--- config.mk ---
export PLATFORM = sky130hd
export DESIGN_NAME = serial_bit_feeder_flat
export DESIGN_NICKNAME = d
export VERILOG_FILES = /design/src/rtl/serial_bit_feeder_if.sv /design/src/rtl/serial_bit_feeder.sv /design/src/flat_wrapper.sv
export SDC_FILE = /design/constraint.sdc
export NUM_CORES = 1
export LEC_CHECK = 0
export ABC_AREA = 1
export ABC_CLOCK_PERIOD_IN_PS = 1400
export CORE_MARGIN = 2
export CORE_UTILIZATION = 30
export CTS_CLUSTER_SIZE = 24
export DETAILED_ROUTE_END_ITERATION = 7
export PLACE_DENSITY = 0.62
export REMOVE_ABC_BUFFERS = 1
export SLEW_MARGIN = 5
export SYNTH_ARGS = -nofsm -noshare
export SYNTH_HDL_FRONTEND = slang
export SYNTH_SLANG_ARGS = --single-unit
--- constraint.sdc ---
create_clock -name ck -period 1.4 [get_ports ck]
set_clock_uncertainty 0.2 [all_clocks]
set_input_delay 0.21 -clock ck [delete_from_list [all_inputs] [get_ports ck]]
set_output_delay 0.21 -clock ck [all_outputs]
set_load 0.03 [all_outputs]
--- src/rtl/serial_bit_feeder_if.sv ---
// Word-in / bit-out bundle of serial_bit_feeder. valid/ready: a word moves on a
// rising edge where din_valid and din_ready are both high; din must be stable while din_valid is high.
interface serial_bit_feeder_if #(
  parameter int WIDTH = 8
);
  logic [WIDTH-1:0] din;
  logic             din_valid;
  logic             din_ready;
  logic             x;
  logic             x_valid;
  logic             busy;
  logic             done;

  modport master (
    output din, din_valid,
    input  din_ready, x, x_valid, busy, done
  );

  modport slave (
    input  din, din_valid,
    output din_ready, x, x_valid, busy, done
  );
endinterface

--- src/rtl/serial_bit_feeder.sv ---
// Serializes parallel words onto the sequence FSM input x, one bit per ck cycle.
// Optional even-parity trailer bit: define SERIAL_BIT_FEEDER_PARITY_EN.
module serial_bit_feeder #(
  parameter int WIDTH     = 8,
  parameter int LSB_FIRST = 1,
  parameter int GAP       = 0
) (
  input  logic                 ck,
  input  logic                 reset,
  serial_bit_feeder_if.slave   bus,
  output logic [1:0]           fsm_state
);

`ifdef SERIAL_BIT_FEEDER_PARITY_EN
  localparam int PAR = 1;
`else
  localparam int PAR = 0;
`endif
  localparam int FLEN = WIDTH + PAR;
  localparam logic [5:0] LAST     = 6'(FLEN - 1);
  localparam logic [3:0] GAP_LAST = 4'((GAP > 0) ? GAP - 1 : 0);

  typedef enum logic [1:0] {
    ST_IDLE  = 2'd0,
    ST_SHIFT = 2'd1,
    ST_GAP   = 2'd2
  } state_t;

  state_t            state, state_n;
  logic [FLEN-1:0]   sr, sr_n;
  logic [FLEN-1:0]   frame;
  logic [5:0]        bit_cnt, bit_cnt_n;
  logic [3:0]        gap_cnt, gap_cnt_n;
  logic              x_q, x_n;
  logic              xv_q, xv_n;
  logic              busy_q, busy_n;
  logic              done_q, done_n;
  logic              ready_q, ready_n;

  // Frame bits reordered so frame[0] always goes out first.
  always_comb begin
    frame = '0;
    for (int k = 0; k < WIDTH; k++) begin
      frame[k] = (LSB_FIRST != 0) ? bus.din[k] : bus.din[WIDTH-1-k];
    end
`ifdef SERIAL_BIT_FEEDER_PARITY_EN
    frame[FLEN-1] = ^bus.din;
`endif
  end

  // Output registers hold next-cycle values, so every output is a flop.
  always_comb begin
    state_n   = state;
    sr_n      = sr;
    bit_cnt_n = bit_cnt;
    gap_cnt_n = gap_cnt;
    x_n       = 1'b0;
    xv_n      = 1'b0;
    busy_n    = 1'b0;
    done_n    = 1'b0;
    ready_n   = 1'b0;
    case (state)
      ST_IDLE: begin
        if (bus.din_valid) begin
          state_n   = ST_SHIFT;
          sr_n      = frame >> 1;
          bit_cnt_n = '0;
          x_n       = frame[0];
          xv_n      = 1'b1;
          busy_n    = 1'b1;
          done_n    = (LAST == 6'd0);
        end else begin
          ready_n = 1'b1;
        end
      end
      ST_SHIFT: begin
        if (bit_cnt == LAST) begin
          if (GAP > 0) begin
            state_n   = ST_GAP;
            gap_cnt_n = '0;
            busy_n    = 1'b1;
          end else begin
            state_n = ST_IDLE;
            ready_n = 1'b1;
          end
        end else begin
          sr_n      = sr >> 1;
          bit_cnt_n = bit_cnt + 6'd1;
          x_n       = sr[0];
          xv_n      = 1'b1;
          busy_n    = 1'b1;
          done_n    = ((bit_cnt + 6'd1) == LAST);
        end
      end
      ST_GAP: begin
        if (gap_cnt == GAP_LAST) begin
          state_n = ST_IDLE;
          ready_n = 1'b1;
        end else begin
          gap_cnt_n = gap_cnt + 4'd1;
          busy_n    = 1'b1;
        end
      end
      default: begin
        state_n = ST_IDLE;
        ready_n = 1'b1;
      end
    endcase
  end

  always_ff @(posedge ck) begin
    if (reset) begin
      state   <= ST_IDLE;
      sr      <= '0;
      bit_cnt <= '0;
      gap_cnt <= '0;
      x_q     <= 1'b0;
      xv_q    <= 1'b0;
      busy_q  <= 1'b0;
      done_q  <= 1'b0;
      ready_q <= 1'b1;
    end else begin
      state   <= state_n;
      sr      <= sr_n;
      bit_cnt <= bit_cnt_n;
      gap_cnt <= gap_cnt_n;
      x_q     <= x_n;
      xv_q    <= xv_n;
      busy_q  <= busy_n;
      done_q  <= done_n;
      ready_q <= ready_n;
    end
  end

  assign bus.x         = x_q;
  assign bus.x_valid   = xv_q;
  assign bus.busy      = busy_q;
  assign bus.done      = done_q;
  assign bus.din_ready = ready_q;
  assign fsm_state     = state;

endmodule

--- src/flat_wrapper.sv ---
// flat-port wrapper written by rule: the top's interface ports become plain ports
module serial_bit_feeder_flat 
#(
  parameter int WIDTH     = 8,
  parameter int LSB_FIRST = 1,
  parameter int GAP       = 0
)
  (ck, reset, fsm_state, bus_din, bus_din_valid, bus_din_ready, bus_x, bus_x_valid, bus_busy, bus_done);
  serial_bit_feeder_if #(.WIDTH(WIDTH)) bus_i ();
  input  logic ck;
  input  logic reset;
  output logic [1:0] fsm_state;
  input wire logic [$bits(bus_i.din)-1:0] bus_din;
  input wire logic [$bits(bus_i.din_valid)-1:0] bus_din_valid;
  output wire logic [$bits(bus_i.din_ready)-1:0] bus_din_ready;
  output wire logic [$bits(bus_i.x)-1:0] bus_x;
  output wire logic [$bits(bus_i.x_valid)-1:0] bus_x_valid;
  output wire logic [$bits(bus_i.busy)-1:0] bus_busy;
  output wire logic [$bits(bus_i.done)-1:0] bus_done;
  assign bus_i.din = bus_din;
  assign bus_i.din_valid = bus_din_valid;
  assign bus_din_ready = bus_i.din_ready;
  assign bus_x = bus_i.x;
  assign bus_x_valid = bus_i.x_valid;
  assign bus_busy = bus_i.busy;
  assign bus_done = bus_i.done;
  serial_bit_feeder #(.WIDTH(WIDTH), .LSB_FIRST(LSB_FIRST), .GAP(GAP)) u_core (.ck(ck), .reset(reset), .bus(bus_i), .fsm_state(fsm_state));
endmodule
==> flow_summary.yaml, run 1 <==
clock_tree:
  cts_buffer_depth: 2
  numCtsBuffers: 3
  clock-sinks: 18
  clkTransAtPathRegs_ps: 110
  cts_root_buf: "clkbuf_4"
  htreeDepth: 1
  hold_buffers: 0
  cts_tree: "yes"
  clk_latency_ps: 300
sta:
  slew_violations: 0
  period_needed_ps: 1369
  rsz0062_at_grt: "yes"
  worst_slack_ps: 30.64
  min_period_over_period_pct: 97.81
  setup_viol: 0
  whs_ps: 267.8
  hold_viol: 0
  max_freq_mhz: 730.3
synthesis:
  async_flop_share_pct: 0
  synthesis.area_sq_um: 900.9
  synthSimpleGateAreaFrac_pct: 43.47
  yosys_warnings: 0
  synthCells: 133
  synth_adder_area_share_pct: 2.778
  ys_ff_latch: 18
  synth_edf_count: 0
  ys_types: 19
  synth-compound-area-share_pct: 3.056
  synthMuxAreaShare_pct: 0
  synth_top_family_by_area: "simple AND/OR/NAND/NOR gates"
  synth-xor-area-share_pct: 0.9722
  ys_seq_area_share_pct: 40.00
  syn_avg_cell_area_sq_um: 6.773
  ys_dominant_reg_cell: "dfxtp_1"
detailed_routing:
  avgRoutedWirePerCell_microns: 11.78
  routed_via_density: 4.775
  drtIter0Drc: 22
  drt_pass1_iterations: 4
  dr_wl_met3_microns: 86
  vias: 912
  drt.antenna.violating_nets: 0
  dr_wl_met2_microns: 1113
  top_layer_used: "met4"
  post-route-drc-count: 0
  routed_wl_microns: 2250
  wl_met1_microns: 1025
floorplanning:
  io_pins: 18
  rows: 19
  die_h_microns: 58.80
  start_util_pct: 32.11
  die_w_microns: 58.80
  die_area_sq_mm: 0.003457
  core_sq_mm: 0.002805
critical_path:
  worstPathCellList: "ha_4, nand2_4, inv_4, nand3_4, nand2_4, nand2_8, nand3_2, nand2_2"
  worst-path-buf-inv: 1
  worst_path_largest_cell_delay_ps: 370
  cp_slowest_cell: "dfxtp_2"
  critical_path_class: "reg -> reg"
  cp_max_fo: 8
  arrival_ps: 1380
  cp.required_ps: 1410
  cp_common_cell: "nand2_4"
  cp_top_family: "simple AND/OR/NAND/NOR gates"
  end_kind: "register"
  start_kind: "register"
pwr:
  p_leak_nw: 0.6067
  power_density_mw_per_mm2: 839.4
  total_power_mw: 1.112
  vdd_drop_max_uv: 620.4
place:
  place.gp.congestion: 0.7782
  hpwlAfterDp_microns: 1537
  portBuffers: 16
  post-place-ws_ps: -103.7
global_route:
  grt_usage_pct: 13.30
  overflow: 0
  grt_pass1_vias: 867
  antenna_found_initial: 0
  grt_pass1_wl_microns: 3484
  grt_max_degree: 22
final_layout:
  antennaDiodeCount: 0
  nets: 174
  final_layout_size_suffix_gt1_share_pct: 29.38
  post-route-util_pct: 47.23
  syn_to_final_growth_pct: 47.08
run_status:
  status: "finished clean"
worst_hold_path:
  hp-class: "in -> reg"
flow_run:
  cap_violations: 0
[cells by family (layout without fill, tap and decap cells)]
group / Yosys count / count (layout)
simple gates: 89 / 90
flops: 18 / 18
buf+inv: 17 / 43
compound gates: 5 / 5
fa+ha+maj: 2 / 2
other cells: 1 / 1
xor+xnor: 1 / 1
[Yosys cell counts, types with 2 or more instances]
master / count / share of area, %
nand3_1: 27 / 15
nor2_1: 13 / 5.4
buf_4: 2 / 1.7
a21oi_1: 3 / 1.7
nand2_2: 2 / 1.4
ha_1: 2 / 2.8
inv_1: 9 / 3.7
buf_2: 4 / 2.2
nand2_1: 44 / 18
dfxtp_1: 18 / 40
[repair_timing]
item / in CTS / in global routing
buffers inserted: 1 / 0
cloned: 0 / 1
setup endpoints to repair: 17 / 14
gates resized for setup: 16 / 19
pin swaps: 2 / 5
[cell usage in the layout (no fill, tap or decap), types with 2 or more instances in the layout]
cell type / netlist / final
nand3_2: 0 / 8
nor2_1: 13 / 12
nand2_4: 1 / 4
clkdlybuf4s15_2: 0 / 2
dfxtp_1: 18 / 14
clkdlybuf4s50_1: 0 / 10
clkbuf_4: 0 / 3
nand2_2: 2 / 2
nand2_1: 44 / 41
a21oi_1: 3 / 3
nand3_1: 27 / 18
dfxtp_2: 0 / 3
inv_1: 9 / 9
buf_4: 2 / 15
[registers in the layout, summed over array words and instances, names as in the netlist]
signal	count
u_core.bus.din_ready	1
u_core.bus.busy	1
u_core.bus.x	1
u_core.fsm_state	1
u_core.bit_cnt	6
u_core.bus.done	1
u_core.sr	7
[layer usage]
metal / track usage, % / vias up
li1: - / 478
met1: 14.21 / 416
met2: 24.44 / 13
met3: 4.615 / 5
met4: 3.896 / 0
met5: 0 / -
[per-stage QoR]
stage          setup TNS [ps]  std cells  area (sq um)
5_1_grt                -190.8        191          1325
3_5_place_dp            -1022        185          1146
2_1_floorplan           -4027        126         854.6
6_report                    0        191          1325
3_3_place_gp           -588.4        185          1146
4_1_cts                     0        190          1229
[power breakdown]
part	internal [mW]	switching, mW
sequential	0.537	0.0138
combinational	0.0975	0.128
clock	0.159	0.177
[tightest hold or removal path, delay by kind of cell]
kind	cells	cell delay (ps)
AOI/OAI and AO/OA	1	60
buffers and inverters	1	400
and+or+nand+nor	1	70
[final timing paths]
kind | start | to | slack (ps) | depth (start not counted)
setup / recovery | u_core.bit_cnt[1]$_SDFFE_PP0N_ | u_core.sr[1]$_SDFFE_PP0N_ | 30 | 8
hold / removal | bus_din[0] | u_core.bus.x$_SDFF_PP0_ | 270 | 3
setup reg to reg | u_core.bit_cnt[1]$_SDFFE_PP0N_ | u_core.sr[1]$_SDFFE_PP0N_ | 30 | 8
hold reg to reg | u_core.sr[3]$_SDFFE_PP0N_ | u_core.sr[3]$_SDFFE_PP0N_ | 270 | 2
[cell type report]
| cell class | instances | area [sq um] |
|---|---|---|
| timing repair buffer | 29 | 266.5 |
| multi-input combinational | 99 | 575.6 |
| fill | 276 | 1480 |
| inverter | 10 | 40.04 |
| sequential | 18 | 367.9 |
| clock buffer | 4 | 36.28 |
| tap | 31 | 38.79 |
Power figures use the tool's default switching activity.
==> run 2, diff against run 1 <==
--- a/config.mk
+++ b/config.mk
@@ -12,7 +12,6 @@
 export CTS_CLUSTER_SIZE = 24
 export DETAILED_ROUTE_END_ITERATION = 7
 export PLACE_DENSITY = 0.62
-export REMOVE_ABC_BUFFERS = 1
 export SLEW_MARGIN = 5
 export SYNTH_ARGS = -nofsm -noshare
 export SYNTH_HDL_FRONTEND = slang
==> flow_summary.yaml, run 2 (synthesis gave the netlist of run 1 again) <==
critical_path:
  cp.required_ps: 1400
  cp.depth: 8
  cp_max_fo: 8
  cp_common_cell: "nand2_4"
  worst-path-buf-inv: 1
  start_kind: "register"
  arrival_ps: 1360
  end_kind: "register"
  r2r-start: "u_core.bit_cnt[0]$_SDFFE_PP0N_"
  startpoint: "u_core.bit_cnt[0]$_SDFFE_PP0N_"
  worstPathCellList: "ha_4, nand2_4, inv_4, nand3_4, nand2_4, nand2_8, nand3_1, nand2_1"
  cp_slowest_cell: "dfxtp_2"
  worstRegToRegCells: 8
  critical_path_class: "reg -> reg"
  cp-endpoint: "u_core.sr[5]$_SDFFE_PP0N_"
  r2r_slack_ps: 40
  cp_top_family: "simple AND/OR/NAND/NOR gates"
  worst_path_largest_cell_delay_ps: 370
  r2r-end: "u_core.sr[5]$_SDFFE_PP0N_"
pwr:
  combPwrFrac_pct: 19.9
  internal-power_mw: 0.7911
  power_density_mw_per_mm2: 842.2
  total_power_mw: 1.101
  clkPwrFrac_pct: 30.1
  p_switching_mw: 0.3100
  swShare_pct: 28.16
  vdd_drop_max_uv: 555.4
  pwr-share-seq_pct: 50.0
  p_leak_nw: 0.6078
global_route:
  grt_usage_pct: 13.08
  grt_pass1_vias: 800
  overflow: 0
  grt_pass1_wl_microns: 3477
  grt_max_degree: 18
  antenna_found_initial: 0
sta:
  hold_viol: 0
  rsz0062_at_grt: "yes"
  slew_violations: 0
  max_freq_mhz: 735.4
  period_needed_ps: 1360
  worst_slack_ps: 40.27
  setup_viol: 0
  min_period_over_period_pct: 97.12
floorplanning:
  die_w_microns: 58.80
  io_pins: 18
  rows: 19
  start_util_pct: 32.11
  die_area_sq_mm: 0.003457
  die_h_microns: 58.80
  core_sq_mm: 0.002805
place:
  post-place-ws_ps: -95.49
  hpwlAfterDp_microns: 1463
  portBuffers: 16
  place.gp.congestion: 0.7635
final_layout:
  nets: 174
  largest_reg_flops: 7
  final_cell_mix: "41 x nand2_1, 21 x nand3_1, 15 x buf_4, 14 x dfxtp_1, 12 x nor2_1"
  layout_commonest_cell: "nand2_1"
  syn_to_final_growth_pct: 45.14
  regMostFlops: "u_core.sr"
  antennaDiodeCount: 0
  final_layout_size_suffix_gt1_share_pct: 28.13
  largestRegisters: "u_core.sr x7, u_core.bit_cnt x6"
detailed_routing:
  routed_wl_microns: 2186
  avgRoutedWirePerCell_microns: 11.45
  drtIter0Drc: 47
  routed_via_density: 4.832
  drt_pass1_iterations: 4
  vias: 923
  post-route-drc-count: 0
  drt.antenna.violating_nets: 0
clock_tree:
  clock-sinks: 18
  cts_buffer_depth: 2
  cts_tree: "yes"
  clk_latency_ps: 300
  htreeDepth: 1
  cts_root_buf: "clkbuf_4"
  numCtsBuffers: 3
  clkTransAtPathRegs_ps: 110
synthesis:
  synth_nets: 146
flow_run:
  cap_violations: 0
worst_hold_path:
  hp-class: "in -> reg"
  hp-start: "bus_din[0]"
run_status:
  status: "finished clean"
## run 2: worst min-delay path by stage
stage / end / cells past startpoint / slack [ps]
global placement: u_core.sr[1]$_SDFFE_PP0N_ / 2 / 260
CTS: u_core.bus.x$_SDFF_PP0_ / 3 / 260
detailed placement: u_core.sr[0]$_SDFFE_PP0N_ / 2 / 260
floorplan: u_core.bit_cnt[4]$_SDFFE_PP0N_ / 1 / 80
global route: u_core.bus.x$_SDFF_PP0_ / 3 / 260
finish: u_core.bus.x$_SDFF_PP0_ / 3 / 260
## run 2: repair_timing
item / CTS / global route
pin swaps: 2 / 5
cloned: 0 / 1
buffers inserted: 1 / 0
gates resized for setup: 10 / 20
setup endpoints to repair: 14 / 18
hold buffers: 0 / 0
## run 2: area by class of cell
cell class              instances  area, sq um
clock buffers                   4        36.28
repair buffers                 29        260.3
fillers                       280         1498
multi-input cells              99        564.3
inverters                      10        40.04
well taps                      31        38.79
flip-flops and latches         18        367.9
## run 2: routing by layer
metal | track usage [%] | vias up | wire length, microns
li1 | - | 474 | -
met1 | 17.07 | 432 | 996
met2 | 20.79 | 15 | 1071
met3 | 3.956 | 2 | 102
met4 | 3.896 | 0 | 16
met5 | 0 | - | 0
## run 2: power by group through the flow
stage / sequential, mW / clock [mW] / combinational (mW)
floorplan: 0.576 / 0 / 0.0973
global placement: 0.563 / 0 / 0.189
detailed placement: 0.564 / 0 / 0.190
CTS: 0.548 / 0.344 / 0.200
global route: 0.554 / 0.372 / 0.240
finish: 0.551 / 0.331 / 0.219
## run 2: worst reg2reg max path: stages, from the launching register on
cell and delay [ps]:
dfxtp_2 370, ha_4 150, nand2_4 60, inv_4 80, nand3_4 80, nand2_4 120, nand2_8 90, nand3_1 70
nand2_1 50
## run 2: stage by stage
step                cell area [sq um]  util (%)  hold slack [ps]  TNS, ps  instances
global placement                 1147     40.90            259.1   -751.7        185
detailed placement               1147     40.90            262.1   -985.7        185
global route                     1308     46.61            260.5   -109.5        191
floorplan                       904.6         -            79.07        0        133
CTS                              1221     43.53            257.8        0        190
finish                           1308     46.61            265.0        0        191
